<file path="src/rtl/piso_ctrl.sv">
// piso_ctrl: sequencing controller for a W-stage parallel-in/serial-out chain.
//
// Accepts a parallel word on a valid/ready handshake, holds it on the chain's
// parallel inputs, strobes a one-cycle load, then shifts the chain one stage
// per accepted serial beat. The serial stream is framed with valid/last under
// downstream back-pressure. An optional idle gap follows each word.
//
// Ports:
//   clk, rst_n             clock, async active-low reset
//   in_valid/in_data       producer word (bit W-1 serialized first)
//   in_ready               controller is idle and will take a word
//   flush                  synchronous abort of the word in flight
//   piso_data              held word driving the chain parallel inputs
//   piso_uptake            chain load strobe
//   piso_enable            chain shift strobe
//   piso_out               chain serial output (monitored, passed through)
//   ser_data/ser_valid     serial bit and its qualifier
//   ser_ready              downstream accepts the current bit
//   ser_last               current bit is bit 0 of the word
//   busy                   controller is not idle
module piso_ctrl #(
    parameter int W          = 6,
    parameter int GAP_CYCLES = 0
) (
    input  logic         clk,
    input  logic         rst_n,
    input  logic         in_valid,
    input  logic [W-1:0] in_data,
    output logic         in_ready,
    input  logic         flush,
    output logic [W-1:0] piso_data,
    output logic         piso_uptake,
    output logic         piso_enable,
    input  logic         piso_out,
    output logic         ser_data,
    output logic         ser_valid,
    input  logic         ser_ready,
    output logic         ser_last,
    output logic         busy
);

    localparam int             CW       = (W > 1) ? $clog2(W) : 1;
    localparam logic [CW-1:0]  LAST_BIT = CW'(W - 1);
    // Only consulted in GAP, which is unreachable when GAP_CYCLES is 0.
    localparam logic [3:0]     GAP_LAST = 4'((GAP_CYCLES > 0) ? GAP_CYCLES - 1 : 0);

    typedef enum logic [1:0] {IDLE, LOAD, SHIFT, GAP} state_t;

    state_t        state, state_nxt;
    logic [CW-1:0] bit_cnt, bit_cnt_nxt;
    logic [3:0]    gap_cnt, gap_cnt_nxt;
    logic          capture;

    always_ff @(posedge clk or negedge rst_n) begin
        if (!rst_n) begin
            state   <= IDLE;
            bit_cnt <= '0;
            gap_cnt <= '0;
        end else begin
            state   <= state_nxt;
            bit_cnt <= bit_cnt_nxt;
            gap_cnt <= gap_cnt_nxt;
        end
    end

    // The word stays on the chain inputs until the next accepted handshake.
    always_ff @(posedge clk or negedge rst_n) begin
        if (!rst_n)       piso_data <= '0;
        else if (capture) piso_data <= in_data;
    end

    always_comb begin
        state_nxt   = state;
        bit_cnt_nxt = bit_cnt;
        gap_cnt_nxt = gap_cnt;
        capture     = 1'b0;
        in_ready    = 1'b0;
        piso_uptake = 1'b0;
        piso_enable = 1'b0;
        ser_valid   = 1'b0;
        ser_last    = 1'b0;

        case (state)
            IDLE: begin
                in_ready = 1'b1;
                if (in_valid) begin
                    capture   = 1'b1;
                    state_nxt = LOAD;
                end
            end
            LOAD: begin
                piso_uptake = 1'b1;
                bit_cnt_nxt = '0;
                state_nxt   = SHIFT;
            end
            SHIFT: begin
                // Chain output already presents piso_data[W-1-bit_cnt];
                // a stall simply withholds the shift strobe.
                ser_valid   = 1'b1;
                ser_last    = (bit_cnt == LAST_BIT);
                piso_enable = ser_ready;
                if (ser_ready) begin
                    if (ser_last) begin
                        gap_cnt_nxt = '0;
                        state_nxt   = (GAP_CYCLES > 0) ? GAP : IDLE;
                    end else begin
                        bit_cnt_nxt = bit_cnt + 1'b1;
                    end
                end
            end
            GAP: begin
                if (gap_cnt == GAP_LAST) begin
                    gap_cnt_nxt = '0;
                    state_nxt   = IDLE;
                end else begin
                    gap_cnt_nxt = gap_cnt + 4'd1;
                end
            end
            default: state_nxt = IDLE;
        endcase

        // Abort wins over everything, including a pending capture in IDLE.
        if (flush) begin
            state_nxt   = IDLE;
            bit_cnt_nxt = '0;
            gap_cnt_nxt = '0;
            capture     = 1'b0;
        end
    end

    assign busy     = (state != IDLE);
    assign ser_data = piso_out;

endmodule

</file>
<file path="config.mk">
export PLATFORM = sky130hd
export DESIGN_NAME = piso_ctrl
export DESIGN_NICKNAME = d
export VERILOG_FILES = /design/src/rtl/piso_ctrl.sv
export SDC_FILE = /design/constraint.sdc
export NUM_CORES = 1
export LEC_CHECK = 0
export CELL_PAD_IN_SITES_DETAIL_PLACEMENT = 1
export CELL_PAD_IN_SITES_GLOBAL_PLACEMENT = 2
export CORE_MARGIN = 5
export CORE_UTILIZATION = 29
export CTS_BUF_LIST = sky130_fd_sc_hd__clkbuf_2
export DETAILED_ROUTE_END_ITERATION = 16
export PLACE_DENSITY_LB_ADDON = 0.15
export SKIP_LAST_GASP = 1
export SLEW_MARGIN = 20
export SYNTH_ARGS = -nofsm -noshare
export SYNTH_HDL_FRONTEND = slang
export SYNTH_SLANG_ARGS = --single-unit
export TNS_END_PERCENT = 5
</file>
<file path="constraint.sdc">
create_clock -name clk -period 1.7 [get_ports clk]
set_input_delay 0.17 -clock clk [delete_from_list [all_inputs] [get_ports clk]]
set_output_delay 0.17 -clock clk [all_outputs]
set_load 0.05 [all_outputs]
</file>
; Word level (Yosys, flattened, before mapping)
; Cells that the tools add are included.
[op_classes]
n_shift = 0
div = 0
mul = 0
bitwise = 0
n_mux = 23
reduce_logical = 8
magnitude_cmp = 0
n_addsub = 2
eq_ne = 9
[op_table]
columns = cell, count
row1 = two-way mux 4 bit, 4
row2 = != test 3 bit (second input constant), 5
row3 = two-way mux 2 bit, 5
row4 = two-way mux 3 bit, 3
row5 = two-way mux 1 bit, 8
row6 = one-hot mux 2 bit (4 select lines), 1
row7 = one-hot mux 4 bit (2 select lines), 1
row8 = one-hot mux 3 bit (2 select lines), 1
row9 = AND reduction 3 bit, 2
row10 = nonzero test 3 bit, 2
row11 = adder 4 x 1 -> 4 bit (second input constant), 1
row12 = equality test 2 bit (second input constant), 2
row13 = zero test 4 bit, 1
row14 = AND reduction 4 bit, 1
row15 = adder 3 x 1 -> 3 bit (second input constant), 1
row16 = equality test 3 bit (second input constant), 1
row17 = equality test 2 x 1 -> 1 bit (second input constant), 1
row18 = zero test 2 bit, 1
row19 = nonzero test 2 bit, 1
[word_totals]
ramBits = 0
memories = 0
regBits = 15
mem_bits_ro = 0
word_cells = 46
out_inout_bits = 13
latchBits = 0

; Logic depth before layout (Yosys ltp)
; Gate-level depths: netlist (run 1).
[logic_depth]
depth_word = 5
ltp_mapped = 5
mapped_depth_nobuf = 5

; Worst setup path after synthesis (run 1)
; OpenSTA, ideal clock, no wires.
[synth_timing]
path_type = register to output
from = register state[1]
to = output port ser_last
stages_incl_launch_ff = 3
arrival_ns = 1.714
required_time_ns = 1.530
path_buffers = 0
slack_ns = -0.184
cell_sequence = dfrtp_1 > nor2b_1 > and2_1
[synth_via]
elab_chain_len = 2
[synth_lines]
columns = element, line
row1 = start: declaration, 49  ; state_t state, state_nxt;
row2 = start signal: assignment, 60  ; state <= state_nxt;
row3 = equality test 2 bit, 83  ; case (state)
row4 = two-way mux 1 bit, 83
row5 = end: declaration, 38  ; output logic ser_last,
; No other way between the ends.

; Worst setup path after layout (run 1)
[layout_timing]
from = register piso_data[4]
to = output port piso_data[4]
[layout_lines]
columns = element, line
row1 = start: declaration, 31  ; output logic [W-1:0] piso_data,
row2 = start signal: assignment, 69  ; else if (capture) piso_data <= in_data;
; No word-level cell between the ends.

==> flow_metrics.tcl, run 1 <==
set metrics [dict create \
    worst_ep_required_time_ns 1.53 \
    cts-root-buf "clkbuf_2" \
    worst_setup_path_start_kind "register" \
    area_growth_pct 48.8 \
    drive_above_1_share 0.305 \
    p_leak_nw 0.542 \
    fillCellCount 295 \
    viasPerCell 4.85 \
    drc 0 \
    first_global_vias 751 \
    dp_hpwl_mm 1.50 \
    clock.fmax_ghz 0.611 \
    via_count 655 \
    holdCritPathClass "in -> async" \
    synth_top_area_cell "dfrtp_1" \
    postLayoutCoreUtil 0.463 \
    track_usage 0.123 \
    synthCells 71 \
    critPathTopFamily "buffers and inverters" \
    clk_path_buf_depth 2 \
    avgSynthCellArea_um2 11.0 \
    fp.dieH_um 62.0 \
    yosys.area.top_type_share 0.478 \
    clk-insertion-delay-late_ns 0.27 \
    period_share 0.962 \
    critPathMaxFanout 2 \
    rsz0062_at_grt "true" \
    synthesis.nets 87 \
    finalHoldViolations 0 \
    ant_nets 0 \
    regArea_um2 375 \
    multi_input_area_um2 360 \
    dr.pass1.iters 2 \
    num_antenna_cells 0 \
    clk_pin_slew_ns 0.15 \
    synth_most_common_cell "dfrtp_1" \
    powerDensity_nw_per_um2 826 \
    worstMarginPinSlew_ns 0.507 \
    crit_path_cell_trace "clkdlybuf4s50_1" \
    io_buffers 22 \
    worstSetupPathType "reg -> out" \
    crit_path_end_kind "output port" \
    initial_core_util 0.311 \
    ys_top_cells_by_count "dfrtp_1, inv_1, mux2_2" \
    ys.flop_type "dfrtp_1" \
    antenna_found_initial 0 \
    finClkSkew_ns 0.00440 \
    synth_cell_type_count 30 \
    first_iter_violations 5 \
    nNetsFinal 122 \
    cts_inserted_buffers 3 \
    critical_path_depth 1 \
    grt_pass1_wl_mm 3.43 \
    slew_viol_final 0 \
    cpPeakStageDelay_ns 0.81 \
    ys_seq_area_frac 0.478 \
    grt_overflow_total 0 \
    routedWlPerCell_um 14.0 \
    max_cap_viol_count 0 \
    ys_ff_latch 15 \
    die_x_um 62.0 \
    wirelength_mm 1.89 \
    rr_worst_depth 4 \
    gp_congestion 0.803 \
    grt_max_degree 16 \
    netlist_area_um2 785 \
    synth-edff-count 0 \
    critPathArrivalTime_ns 1.47 \
    dieArea_um2 3850 \
    cts.sink_count 15 \
    critPathSlowestCell "clkdlybuf4s50_1" \
    dp_cells 130 \
    fp.coreArea_um2 2520 \
    ir_drop_mv 0.532 \
    cts_tree "built" \
    slew_headroom 0.662 \
    io_pins 25 \
    min_period_ns 1.64 \
    async_flop_share 1.00 \
    status "finished, final reports clean" \
    placementRows 18 \
    timing.critical_path.buf_inv 1 \
    h-tree-depth 1 \
    synth_area_leaders "dfrtp_1, mux2_2, ha_1" \
    setup_viol 0 \
    ys_warn_count 0 \
    fin_cells 135 \
]
## where the power goes
| part | switching, W | total (W) | internal (W) |
|---|---|---|---|
| sequential | 0.0000199 | 0.000413 | 0.000393 |
| clock | 0.000112 | 0.000175 | 0.0000624 |
| combinational | 0.000223 | 0.000376 | 0.000153 |
| total | 0.000355 | 0.000964 | 0.000609 |
## layer usage
layer | global-route usage | wire length [um]
met4 | 0.0455 | 10
met3 | 0.0351 | 144
met2 | 0.182 | 778
met1 | 0.168 | 958
met5 | 0 | 0
## what timing repair did
action / 4_1_cts / 5_1_grt
hold buffers: 0 / 0
setup buffers: 0 / 1
gates resized for setup: 1 / 1
pin swaps: 0 / 0
setup endpoints to repair: 1 / 5
## cells in the final DEF, fill, tap and decap left out, drive strengths merged
cell type	n
clkbuf	4
o31ai	1
a221o	1
nor2b	1
a211oi	1
nand3	1
or3	3
nand2	1
clkdlybuf4s50	15
a211o	1
and2	2
o21bai	1
mux2	7
inv	11
nor2	1
or2	2
a22o	1
a31oi	2
a21oi	3
buf	16
a2111oi	1
nand2b	1
nor3b	1
dlymetal6s2s	1
o211ai	2
nor3	1
ha	4
o2bb2ai	1
dfrtp	15
nand3b	2
nor4	1
## cell type report
type / instances / share of cell area
flip-flops and latches: 15 / 0.322
multi-input cells: 43 / 0.309
repair buffers: 32 / 0.285
inverters: 11 / 0.0354
well taps: 30 / 0.0322
clock buffers: 4 / 0.0171
## worst paths after layout
path,from,endpoint,slack [ns]
min in group clk,piso_out,ser_data,0.34
worst max-delay path,piso_data[4]$_DFFE_PN0P_,piso_data[4],0.06
worst min register to register,piso_data[0]$_DFFE_PN0P_,piso_data[0]$_DFFE_PN0P_,0.53
max in group asynchronous,rst_n,bit_cnt[0]$_DFFE_PN0P_,1.33
worst max register to register,state[0]$_DFFE_PN0P_,bit_cnt[2]$_DFFE_PN0P_,0.21
worst min-delay path,rst_n,state[1]$_DFFE_PN0P_,0.19
## through the flow
step | TNS [ns] | instance area (um2) | setup WS [ns] | hold slack (ns) | power (W)
after floorplan | 0 | 787 | 0.111 | -0.126 | 0.000647
after global routing | -0.0541 | 1170 | -0.0277 | 0.198 | 0.00102
after CTS | 0 | 1160 | 0.0331 | 0.182 | 0.000984
after detailed placement | 0 | 1130 | 0.121 | 0.341 | 0.000800
after global placement | 0 | 1130 | 0.130 | 0.341 | 0.000799
final | 0 | 1170 | 0.0645 | 0.189 | 0.000964
## flip-flops by register name (all words and copies together), names as in the netlist
| name | cells |
|---|---|
| gap_cnt | 4 |
| piso_data | 6 |
| bit_cnt | 3 |
| state | 2 |
## kinds of logic after synthesis
| logic type | Yosys count | share of synthesized area |
|---|---|---|
| AND/OR/NAND/NOR | 17 | 0.148 |
| AO/OA/AOI/OAI | 15 | 0.140 |
| flip-flops | 15 | 0.478 |
| buffers and inverters | 13 | 0.0686 |
| multiplexers | 7 | 0.100 |
| adder cells (fa/ha/maj) | 4 | 0.0638 |
(Power assumes the default switching activity.)
==> inputs of run 2 (changes only) <==
- CORE_MARGIN: 5 -> 2
- GPL_ROUTABILITY_DRIVEN: default -> 0
==> run 2 against run 1 <==
Against the previous run:
- clock power is 3% higher
- register-to-register slack got worse by 0.03 ns
- core utilization unchanged
- setup slack worse by 0.020 ns
- worst hold slack worse by 0.012 ns
- flip-flop and latch count unchanged
- fmax down 1.2%
- cell count stayed put
- non-clock buffer count did not move
- critical path type unchanged
==> flow_metrics.tcl, run 2 (same netlist as run 1, synthesis figures left out) <==
set metrics [dict create \
    cts.sink_count 15 \
    worst_ep_required_time_ns 1.53 \
    clk-insertion-delay-late_ns 0.29 \
    r2r_start "state[0]$_DFFE_PN0P_" \
    powerDensity_nw_per_um2 833 \
    track_usage 0.133 \
    cts-root-buf "clkbuf_2" \
    cpPeakStageDelay_ns 0.81 \
    cts_tree "built" \
    clk_path_buf_depth 2 \
    grt_max_degree 16 \
    grt_pass1_wl_mm 3.23 \
    drive_above_1_share 0.305 \
    largest_reg_flops 6 \
    grt_overflow_total 0 \
    switching_share 0.373 \
    num_antenna_cells 0 \
    fp.coreArea_um2 2520 \
    setup_viol 0 \
    cts_inserted_buffers 3 \
    post-place-ws_ns 0.122 \
    fp.dieH_um 56.0 \
    clock.fmax_ghz 0.604 \
    routedWlPerCell_um 13.7 \
    nNetsFinal 122 \
    antenna_found_initial 0 \
    rsz0062_at_grt "true" \
    final_cell_mix "dfrtp_1, clkdlybuf4s50_1, buf_4" \
    initial_core_util 0.311 \
    top_register "piso_data" \
    worstSetupPathType "reg -> out" \
    setup.worst_path.start "piso_data[4]$_DFFE_PN0P_" \
    slew_headroom 0.650 \
    drc 0 \
    status "finished, final reports clean" \
    slew_viol_final 0 \
    io_pins 25 \
    area_growth_pct 48.8 \
    critPathArrivalTime_ns 1.49 \
    finalPower_w 0.000973 \
    via_count 644 \
    dp_cells 130 \
    timing.hold.ws_ns 0.177 \
    clk_pin_slew_ns 0.16 \
    io_buffers 22 \
    p_clk_frac 0.186 \
    wirelength_mm 1.85 \
    viasPerCell 4.77 \
    ir_drop_mv 0.611 \
    finalHoldViolations 0 \
    switchingPower_w 0.000363 \
    critPathSlowestCell "clkdlybuf4s50_1" \
    fin_cells 135 \
    ant_nets 0 \
    fin_tns_setup_ns 0 \
    first_global_vias 694 \
    min_period_ns 1.66 \
    critPathMaxFanout 2 \
    dp_hpwl_mm 1.42 \
    holdCritPathClass "in -> async" \
    first_iter_violations 1 \
    worst_setup_path_start_kind "register" \
    fillCellCount 291 \
    combPwrFrac 0.391 \
    finClkSkew_ns 0.0138 \
    critPathTopFamily "buffers and inverters" \
    crit_path_end_kind "output port" \
    timing.critical_path.buf_inv 1 \
    dr.pass1.iters 2 \
    h-tree-depth 1 \
    top_regs "piso_data: 6 flops, gap_cnt: 4 flops, bit_cnt: 3 flops" \
    dieArea_um2 3140 \
    die_x_um 56.0 \
    fin_ws_ns 0.0449 \
    max_cap_viol_count 0 \
    pwr-share-seq 0.424 \
    period_share 0.974 \
    worstMarginPinSlew_ns 0.525 \
    crit_path_cell_trace "clkdlybuf4s50_1" \
    placementRows 18 \
    p_int_w 0.000610 \
    p_leak_nw 0.542 \
]
## run 2: cell counts in the layout (fill, tap and decap cells not counted)
Identical to the previous run, type by type.
## run 2: path summary, 6_finish.rpt
path | endpoint | slack, ns | cells past startpoint
min reg2reg | piso_data[1]$_DFFE_PN0P_ | 0.52 | 1
max in group asynchronous | piso_data[3]$_DFFE_PN0P_ | 1.33 | 2
max | piso_data[4] | 0.04 | 1
min in group clk | ser_data | 0.34 | 0
max reg2reg | bit_cnt[2]$_DFFE_PN0P_ | 0.18 | 4
min | gap_cnt[3]$_DFFE_PN0P_ | 0.18 | 2
## run 2: layout make-up
| type | instances | area (um2) | share of cell area |
|---|---|---|---|
| Clock buffer | 4 | 20.0 | 0.0171 |
| Inverter | 11 | 41.3 | 0.0354 |
| Multi-Input combinational cell | 43 | 360 | 0.309 |
| Sequential cell | 15 | 375 | 0.322 |
| Tap cell | 30 | 37.5 | 0.0322 |
| Timing Repair Buffer | 32 | 333 | 0.285 |
## run 2: metrics by stage
stage,utilization,instance area [um2]
after floorplan,-,787
after global placement,0.450,1130
after detailed placement,0.450,1130
after CTS,0.462,1160
after global routing,0.463,1170
final,0.463,1170
## run 2: power by group through the flow
| stage | clock, W | sequential [W] | combinational (W) |
|---|---|---|---|
| final | 0.000181 | 0.000412 | 0.000380 |
| after global routing | 0.000209 | 0.000420 | 0.000401 |
| after CTS | 0.000191 | 0.000413 | 0.000385 |
| after detailed placement | 0 | 0.000420 | 0.000381 |
| after global placement | 0 | 0.000419 | 0.000377 |
| after floorplan | 0 | 0.000536 | 0.000111 |
## run 2: worst reg2reg max path: stages, from the launching register on
cell      delay (ns)
dfrtp_1         0.41
buf_4           0.15
nand3b_1        0.26
or3_1           0.36
a211oi_1        0.24
## run 2: timing repair
action | 4_1_cts | 5_1_grt
gates resized for setup | 1 | 1
gates cloned | 0 | 0
setup endpoints to repair | 1 | 5
endpoints found under the hold margin | 0 | 0
setup buffers | 1 | 0
hold buffers | 0 | 0
## run 2: layer usage
layer / share of wire / routed length [um] / GRT usage
met3: 0.077 / 142 / 0.0535
met1: 0.47 / 879 / 0.176
met2: 0.44 / 817 / 0.192
met5: 0 / 0 / 0
met4: 0.0086 / 16 / 0.0510
==> patch: new RTL, settings of run 2 <==
The 4 states of `state_t` get a one-hot encoding in 4 bits.
--- a/src/rtl/piso_ctrl.sv
+++ b/src/rtl/piso_ctrl.sv
@@ -44,7 +44,7 @@
     // Only consulted in GAP, which is unreachable when GAP_CYCLES is 0.
     localparam logic [3:0]     GAP_LAST = 4'((GAP_CYCLES > 0) ? GAP_CYCLES - 1 : 0);
 
-    typedef enum logic [1:0] {IDLE, LOAD, SHIFT, GAP} state_t;
+    typedef enum logic [3:0] {IDLE = 4'b0001, LOAD = 4'b0010, SHIFT = 4'b0100, GAP = 4'b1000} state_t;
 
     state_t        state, state_nxt;
     logic [CW-1:0] bit_cnt, bit_cnt_nxt;
Function: same outputs for any inputs over 10 cycles, from zero or initial values and one cycle with rst_n low; not proved beyond that.
==> patch against run 2 <==
First-iteration DRC count shrank 100%. Worst hold slack gained 0.055 ns. Power shrank 12%. Sequential cell count shrank 3. Synthesized area shrank 18%. Count of clock-buffer cells in the layout shrank 1. Core utilization grew 0.95 points. Wire length shrank 25%. Setup slack lost 0.0068 ns. Clock skew shrank 0.0059 ns. Cell area shrank 13%. Critical path depth grew 3. Cell count shrank 16%. Largest power group is now combinational cells.
==> patch: results (changes against run 2) <==
| Metric | Value |
|---|---|
| Post-DR wirelength/cell | 12.22 um (-11%) |
| Number of global-route vias before repair | 546 (-21%) |
| Synth area leaders | sky130_fd_sc_hd__dfrtp_1, sky130_fd_sc_hd__mux2_2, sky130_fd_sc_hd__dfstp_2 |
| Switching share of power | 38.11% (+0.81 points) |
| Final-layout fill cell count | 239 (-18%) |
| Global-route total usage across every layer | 12.31% (-0.95 points) |
| Wire length on met1 | 655 um (-25%) |
| Cell with the biggest individual delay on the critical path | sky130_fd_sc_hd__dfrtp_1 |
| Worst reg-to-reg setup slack | 0.26 ns (+0.08 ns) |
| Delay of the slowest critical-path stage | 0.43 ns (-0.38 ns) |
| Global routing usage on met3 | 3.801% (-1.5 points) |
| Hold slack | 0.2320 ns (+0.05487 ns) |
| Global Route met2 Usage | 18.83% (-0.33 points) |
| Synth cell count leaders | sky130_fd_sc_hd__dfrtp_1, sky130_fd_sc_hd__inv_1, sky130_fd_sc_hd__mux2_2 |
| First-pass detailed-route iteration total | 1 (-1) |
| Wire length of the first global-routing pass | 2366 um (-27%) |
| Launch instance of the worst register-to-register path | bit_cnt[0] |
| Total clock network power | 0.000147 W (-19%) |
| Clock skew after layout | 0.007848 ns (-0.005945 ns) |
| Post-synthesis sequential area ratio | 47.07% (-0.78 points) |
| Wire length reported by the detailed router | 1393 um (-25%) |
| Run status | finished, final reports clean |
| Total half-perimeter wirelength after legalization and detailed placement | 1047 um (-26%) |
| Largest net degree at the start of global routing | 13 (-3) |
| Worst vdd ir | 0.4462 mV (-27%) |
| Slew at the pin closest to its max-slew limit | 0.5295 ns (+0.004955 ns) |
| GR Util met1 | 14.75% (-2.8 points) |
==> patch: cell count changes in the layout (fill, tap and decap cells not counted), moves of 2 or more <==
| cell | change |
|---|---|
| sky130_fd_sc_hd__buf_4 | -4 |
| sky130_fd_sc_hd__inv_1 | -5 |
| sky130_fd_sc_hd__dfrtp_2 | +2 |
| sky130_fd_sc_hd__dfrtp_1 | -6 |
| sky130_fd_sc_hd__ha_1 | -2 |
==> patch: what timing repair did <==
action | 4_1_cts | 5_1_grt
setup buffers | 2 | 3
resized for setup | 2 | 1
setup endpoints to repair | 2 | 3
==> patch: worst max path at each step <==
stage               start           end  slack (ns)
2_1_floorplan    state[0]  piso_data[0]       -0.06
5_1_grt          state[0]          busy       -0.06
3_3_place_gp     state[1]   piso_uptake        0.25
4_1_cts          state[2]   piso_uptake       -0.03
6_report       bit_cnt[0]      ser_last        0.04
3_5_place_dp     state[0]  piso_data[1]        0.25
==> patch: area by class of cell <==
class                   count  area (um^2)  share of cell area [%]
repair buffers             29        320.3                   31.57
multi-input cells          35        314.1                   30.95
flip-flops and latches     12        304.0                   29.96
well taps                  28        35.03                   3.453
inverters                   6        22.52                   2.219
clock buffers               3        15.01                   1.480
clock inverters             1        3.754                  0.3699
==> patch: worst register-to-register path, stage by stage, from the launching register on <==
cell and delay [ns]:
sky130_fd_sc_hd__dfrtp_1 0.43, sky130_fd_sc_hd__ha_1 0.24, sky130_fd_sc_hd__and2_1 0.21, sky130_fd_sc_hd__or3_1 0.36, sky130_fd_sc_hd__a21oi_1 0.14
==> patch: cell families after synthesis <==
kind of cell | share of synthesized area (%)
AND/OR/NAND/NOR | 22.07
AO/OA/AOI/OAI | 11.72
buffers and inverters | 4.688
adder cells (fa/ha/maj) | 3.906
multiplexers | 10.55
flip-flops | 47.07
